### src/rtl/lcd_pixel_pipe.sv
`default_nettype none
// ============================================================================
// Module      : lcd_pixel_pipe
// Description : Maps 2-bit raw LCD pixels through a selectable 8-bit palette.
//               The mapped shade and its coordinates go into a
//               first-word-fall-through FIFO. The FIFO either backpressures
//               when full or drops the pixel and sets a sticky flag.
// Revision    : 1.0 - initial release
// ============================================================================
module lcd_pixel_pipe #(
    parameter int NUM_PAL   = 3,
    parameter int PAL_SEL_W = 2,
    parameter int DEPTH     = 8,
    parameter int BLOCKING  = 1
) (
    input  logic                           clock,
    input  logic                           nreset,
    input  logic                           flush,
    input  logic                           in_valid,
    output logic                           in_ready,
    input  logic [1:0]                     in_data,
    input  logic [PAL_SEL_W-1:0]           in_pal,
    input  logic [7:0]                     in_x,
    input  logic [7:0]                     in_y,
    input  logic                           pal_wr_en,
    input  logic [PAL_SEL_W-1:0]           pal_wr_idx,
    input  logic [7:0]                     pal_wr_data,
    output logic                           out_valid,
    input  logic                           out_ready,
    output logic [1:0]                     out_color,
    output logic [7:0]                     out_x,
    output logic [7:0]                     out_y,
    output logic                           out_sof,
    output logic [$clog2(DEPTH+1)-1:0]     level,
    output logic                           overflow
);

    localparam int AW = $clog2(DEPTH);
    localparam int LW = $clog2(DEPTH+1);
    localparam logic [LW-1:0] FULL_LEVEL = LW'(DEPTH);
    localparam logic [7:0]    PAL_RESET  = 8'hE4;

    logic [7:0]    pal [NUM_PAL];
    logic [17:0]   mem [DEPTH];
    logic [AW-1:0] rd_ptr;
    logic [AW-1:0] wr_ptr;
    logic [7:0]    sel_pal;
    logic [1:0]    shade;
    logic          full;
    logic          empty;
    logic          push;
    logic          pop;
    logic          drop;

    assign full  = (level == FULL_LEVEL);
    assign empty = (level == '0);
    assign pop   = out_ready && !empty;

    // Select the palette for the incoming pixel; unknown indices read as all ones
    always_comb begin
        sel_pal = 8'hFF;
        for (int i = 0; i < NUM_PAL; i++) begin
            if (in_pal == PAL_SEL_W'(i)) begin
                sel_pal = pal[i];
            end
        end
    end

    // Pick the 2-bit field of the palette addressed by the raw pixel value
    always_comb begin
        shade = sel_pal[1:0];
        case (in_data)
            2'd0:    shade = sel_pal[1:0];
            2'd1:    shade = sel_pal[3:2];
            2'd2:    shade = sel_pal[5:4];
            default: shade = sel_pal[7:6];
        endcase
    end

    // Full handling: backpressure, or accept always and drop when no room
    generate
        if (BLOCKING != 0) begin : g_blocking
            assign in_ready = !full;
            assign push     = in_valid && !full;
            assign drop     = 1'b0;
        end else begin : g_dropping
            assign in_ready = 1'b1;
            assign push     = in_valid && (!full || pop);
            assign drop     = in_valid && full && !pop;
        end
    endgenerate

    // Pointers, occupancy and sticky overflow; flush behaves like a FIFO-only reset
    always_ff @(posedge clock) begin
        if (!nreset || flush) begin
            rd_ptr   <= '0;
            wr_ptr   <= '0;
            level    <= '0;
            overflow <= 1'b0;
        end else begin
            if (push) begin
                wr_ptr <= wr_ptr + AW'(1);
            end
            if (pop) begin
                rd_ptr <= rd_ptr + AW'(1);
            end
            if (push && !pop) begin
                level <= level + LW'(1);
            end else if (pop && !push) begin
                level <= level - LW'(1);
            end
            if (drop) begin
                overflow <= 1'b1;
            end
        end
    end

    // Storage array; holds only the mapped shade and coordinates
    always_ff @(posedge clock) begin
        if (nreset && !flush && push) begin
            mem[wr_ptr] <= {shade, in_x, in_y};
        end
    end

    // Palette registers; the new value is seen by pixels from the next edge on
    always_ff @(posedge clock) begin
        if (!nreset) begin
            for (int i = 0; i < NUM_PAL; i++) begin
                pal[i] <= PAL_RESET;
            end
        end else if (pal_wr_en) begin
            for (int i = 0; i < NUM_PAL; i++) begin
                if (pal_wr_idx == PAL_SEL_W'(i)) begin
                    pal[i] <= pal_wr_data;
                end
            end
        end
    end

    assign {out_color, out_x, out_y} = mem[rd_ptr];
    assign out_valid = !empty;
    assign out_sof   = out_valid && (out_x == 8'd0) && (out_y == 8'd0);

endmodule
`default_nettype wire

### config.mk
export PLATFORM = sky130hd
export DESIGN_NAME = lcd_pixel_pipe
export DESIGN_NICKNAME = d
export VERILOG_FILES = /design/src/rtl/lcd_pixel_pipe.sv
export SDC_FILE = /design/constraint.sdc
export NUM_CORES = 1
export LEC_CHECK = 0
export CAP_MARGIN = 5
export CORE_MARGIN = 8
export CORE_UTILIZATION = 60
export CTS_BUF_LIST = sky130_fd_sc_hd__clkbuf_8 sky130_fd_sc_hd__clkbuf_16
export DETAILED_ROUTE_END_ITERATION = 12
export PLACE_DENSITY = 0.82
export SKIP_LAST_GASP = 1
export SYNTH_ARGS = -nofsm -noshare
export SYNTH_HDL_FRONTEND = slang
export SYNTH_SLANG_ARGS = --single-unit
### constraint.sdc
create_clock -name clock -period 9.8 [get_ports clock]
set_clock_uncertainty 0.2 [all_clocks]
set_input_delay 1.96 -clock clock [delete_from_list [all_inputs] [get_ports clock]]
set_output_delay 1.96 -clock clock [all_outputs]
set_load 0.005 [all_outputs]
# ---- Word-level counts from Yosys, hierarchy flattened
# Memories as Yosys holds them, arrays and structs flattened. A register that Yosys moved wholly into a read port is not among the register bits.
# Cells that the tools add are included.
dict set report totals {
  mem_bits_rw 168
  output_inout_bits 26
  mem_bits_ro 0
  inputBits 36
  latch_bits 0
  memories 2
  ff_bits 10
}
dict set report op_classes {
  add_sub_neg 4
  bitwise 3
  n_eq_ne 7
  div 0
  n_lt_le_gt_ge 0
  shifts 0
  n_mux 26
  n_reduce_logical 22
  n_mul 0
}
# memory depth word_bits read_ports rd_clocked_by_memory_dff wr line
set mem_list {}
lappend mem_list {mem 8 18 1 1 1 44} ;# logic [17:0] mem [DEPTH];
lappend mem_list {pal 3 8 3 0 3 43} ;# logic [7:0] pal [NUM_PAL];
# op n
set op_table {}
lappend op_table {{8-bit two-way mux} 6}
lappend op_table {{8-bit zero test} 2}
lappend op_table {{1-bit two-way mux} 15}
lappend op_table {{1-bit logical AND} 8}
lappend op_table {{4-bit two-way mux} 2}
lappend op_table {{3-bit by 1-bit adder with 3-bit output (second input constant)} 2}
lappend op_table {{2-bit by 1-bit == test with 1-bit output (second input constant)} 3}
lappend op_table {{2-bit == test (second input constant)} 3}
lappend op_table {{1-bit zero test} 6}
lappend op_table {{2-bit zero test} 3}
lappend op_table {{3-bit two-way mux} 2}
lappend op_table {{2-bit one-hot mux with 3 select lines} 1}
lappend op_table {{4-bit by 1-bit adder with 4-bit output (second input constant)} 1}
lappend op_table {{4-bit == test (second input constant)} 1}
lappend op_table {{4-bit zero test} 1}
lappend op_table {{4-bit by 1-bit subtractor with 4-bit output (second input constant)} 1}
lappend op_table {{1-bit OR} 3}
lappend op_table {{2-bit nonzero test} 1}
lappend op_table {{1-bit logical OR} 1}

# ---- Logic depth before layout (Yosys ltp)
dict set report logic_depth {
  ltp_word 7
  mapped_depth 11
  mapped_depth_nobuf 11
}

# ---- Worst setup path after synthesis
# Ideal clock, no wire load.
dict set report synth_path {
  path_type {input-to-reg}
  from {input port in_valid}
  to {memory mem[0][0] (enable)}
  cell_stages 3
  required_time_ns 9.184
  arrival_ns 4.126
  setup_ns 0.416
  path_buffers 0
  setup_slack_ns 5.058
  cell_sequence {a21boi_1 or3b_2 nor3_1}
}
dict set report synth_between {
  elab_chain_len 4
}
# item line
set synth_lines {}
lappend synth_lines {{from (decl)} 19} ;# input logic in_valid,
lappend synth_lines {{1-bit logical AND} 84} ;# assign push = in_valid && !full;
lappend synth_lines {{1-bit logical AND} 120} ;# if (nreset && !flush && push) begin
lappend synth_lines {{1-bit two-way mux} 120}
lappend synth_lines {{1-bit two-way mux (not written as such)} 121} ;# mem[wr_ptr] <= {shade, in_x, in_y};
lappend synth_lines {{to (decl)} 44}
# No other way between the ends.

==> metrics.md <==
| Metric | Value |
|---|---|
| Width of the die | 126 um |
| Count of flip-flops with a built-in enable after synthesis | 168 |
| Port buffer count | 60 |
| Unique cell type count in the Yosys netlist | 43 |
| Run status | finished clean |
| Placed cell count | 568 |
| Final ANT Viol Nets | 0 |
| Die outline area | 15900 sq um |
| Final GP Congestion | 0.692 |
| Pin count of the biggest net entering global routing | 37 |
| Leading cell type in the layout, fill and taps excluded | edfxtp_1 |
| Die height | 126 um |
| Clock net sink count | 181 |
| Top library cells by usage in the layout, fill and taps aside | 168 x edfxtp_1, 60 x clkdlybuf4s50_1, 22 x mux2_2, 20 x mux4_1, 18 x nor2_1 |
| Hold violation count in the final report | 0 |
| Total setup buffers inserted after CTS | 0 |
| Post-Route Setup TNS | 0 ns |
| Share of post-route cells with drive strength above 1 | 17.7% |
| Sequential fraction of the synthesis area | 73.2% |
| Classification of the worst-slack hold path | register to register |
| Max Fanout on Critical Path | 33 |
| Average routed wire per standard cell | 22.2 um |
| Starting Density | 60.9% |
| Number of CTS-inserted buffers | 17 |
| Hold-fix buffers, CTS | 0 |
| Io pins | 62 |
| Number of antenna violations at the first check in global routing | 0 |
| CTS-repair resized insts | 0 |
| Maximum number of buffers from clock root to sink | 2 |
| Dominant cells by area after synthesis | edfxtp_1 70%, mux4_1 7.2%, mux4_2 4.7%, dfxtp_1 3.6%, mux2_2 3.4% |
| Root buffer cell | clkbuf_16 |
| Max-Cap Viols | 0 |
| Wire length of the first global-routing pass | 20800 um |
| Crit. End Element | output pin |
| DP HPWL | 7930 um |
| Area of the multi-input gates | 1820 sq um |
| Register Area | 5310 sq um |
| Wire length reported by the detailed router | 13300 um |
| Via count of the first global-routing pass | 3886 |
| Post-synth top area share | 69.6% |
| Overall global routing resource usage | 17.6% |
| Worst R2R Start | level[1] |
| Data required time of the worst path | 7.64 ns |
| Post-Synthesis Cells | 366 |
| Minimum setup slack among reg-to-reg paths | 6.91 ns |
| Via density | 5.95 |
| NumNets Final | 482 |
| Final slew viol count | 0 |
| Final setup vio count | 0 |
| Setup repair after global routing missed its margin | false |
| Number of iterations in the first detailed-routing pass | 5 |
| Count of placed standard cells in the final layout, fillers left out | 600 |
| Net count after synthesis | 408 |
| Overall overflow remaining after global route | 0 |
| Worst path cell trace | buf_4 > mux4_1 > mux2_2 > nor4_1 > nand2_1 > and4b_1 > clkdlybuf4s50_1 |
| Type of origin of the critical path | register |
| Largest incremental delay on the critical path | 0.63 ns |
| Worst Max-Slew Pin Slew | 1.28 ns |
| Starting DRC count in detailed routing | 354 |
| Relative slew slack | 13.8% |
| Clock input transition at the sequential cells of the worst setup and hold paths | 0.06 ns |
| Cell depth of the worst min-delay path | 2 |
| Number of inserted diodes | 0 |
| Clock latency at the later pin of the worst-skew pair | 0.42 ns |
| FF-to-FF path depth | 11 |
| Slowest cell on the critical path | mux4_1 |
| Critical R2R Capture | level[3] |
| Area of the mapped netlist | 7250 sq um |
| DRC Markers | 0 |
| FMAX | 180 MHz |
| Fill count | 719 |
| Dominant cell type by area after synthesis | edfxtp_1 |
| Total power per unit cell area | 193 nW/um^2 |
| HP Start | rd_ptr[1] |
| Count of H-tree levels built during CTS | 4 |
| Yosys reg bits | 181 |
| Min Tclk post-route | 5.54 ns |
| Flip-flop cell with the highest count after synthesis | edfxtp_1 |
| Layout overhead on the synthesized area | 18.3% |
| Std-Cell Rows | 40 |
| CP arrival | 3.38 ns |
| Total vias in the final route | 3572 |
| Post-Synthesis Mean Instance Area | 19.8 sq um |
| Synthesis Warnings | 0 |
| Core Box Area | 11900 sq um |
| Largest voltage drop on the vdd net | 0.000115 V |
| Post-route fraction of the period consumed by the critical path | 56.6% |
| Critical setup path kind | register to output pin |
| Proportion of synthesized flip-flops having asynchronous set or reset | 0% |
| Leakage power of the design | 0.00281 uW |
| TritonCTS clock tree | done |
==> sequential cells by signal, summed over array words and instances, names as in the netlist, named ones only <==
signal / flops
level: 4
pal: 24
wr_ptr: 3
mem: 144
rd_ptr: 3
==> synthesized netlist by cell type (all sizes together), types with 3 or more instances <==
library cell  number
xnor2              3
o221ai             3
xor2               4
nor4               4
nand2             10
o21ai              6
nand3              4
nand2b            11
a21oi              7
o22ai              3
clkbuf            10
mux2i              5
nor3               4
inv                4
nor2              18
buf                6
and2               4
mux2              22
ha                 5
mux4              35
dfxtp             13
edfxtp           168
==> final cells by class <==
type	count	share of cell area, %
clock buffers	17	4.96
clock inverters	15	1.74
inverters	4	0.175
multi-input cells	165	21.2
flip-flops and latches	181	61.8
well taps	147	2.14
repair buffers	71	7.96
==> report_power, final <==
group	total [uW]	switching (uW)	internal [uW]
Sequential	871	7.57	863
Combinational	134	63.8	70.3
Clock	653	260	393
==> logic make-up (layout without fill, tap and decap cells) <==
group                      count (synthesis)  count (layout)  synth area share, %
other                                      1               1               0.0517
and+or+nand+nor                           62              62                 4.50
adders and majority gates                  6               6                 1.14
AOI/OAI and AO/OA                         27              27                 2.38
DFF                                      181             181                 73.2
muxes                                     62              62                 16.0
buffers and inverters                     20             107                 1.92
xor gates and xnor gates                   7               7                0.845
==> per-layer routing <==
| layer | vias to the layer above | GRT usage (%) | routed length (um) |
|---|---|---|---|
| li1 | 1634 | - | - |
| met4 | 0 | 7.78 | 120 |
| met3 | 11 | 5.23 | 821 |
| met1 | 1807 | 20.2 | 5410 |
| met5 | - | 0 | 0 |
| met2 | 120 | 30.1 | 6950 |
==> metrics by stage <==
step | setup slack, ns | hold WS [ns] | utilization, % | total power, uW | area, sq um
floorplan | 5.06 | 0.254 | - | 962 | 7250
global placement | 4.71 | 0.281 | 67.2 | 1020 | 8010
detailed placement | 4.66 | 0.292 | 67.2 | 1020 | 8010
CTS | 4.20 | 0.318 | 72.0 | 1670 | 8580
global route | 4.00 | 0.343 | 72.0 | 1710 | 8580
finish | 4.26 | 0.314 | 72.0 | 1660 | 8580
==> critical path: cells and delay by family, from the launching register on <==
family	cells	cell delay, ns
mux	2	0.92
buf+inv	2	0.98
flops	1	0.31
simple gates	3	0.76
==> worst max path at each step <==
stage                     startpoint   endpoint  slack [ns]  depth (start not counted)
after floorplan             in_valid  mem[0][0]        5.06                          3
after global placement      register    out_sof        4.71                          7
after detailed placement    register    out_sof        4.66                          7
after CTS                   register    out_sof        4.20                          7
after global routing        register    out_sof        4.00                          7
final                       register    out_sof        4.26                          7
No activity file was read; power rests on OpenSTA's default activity.
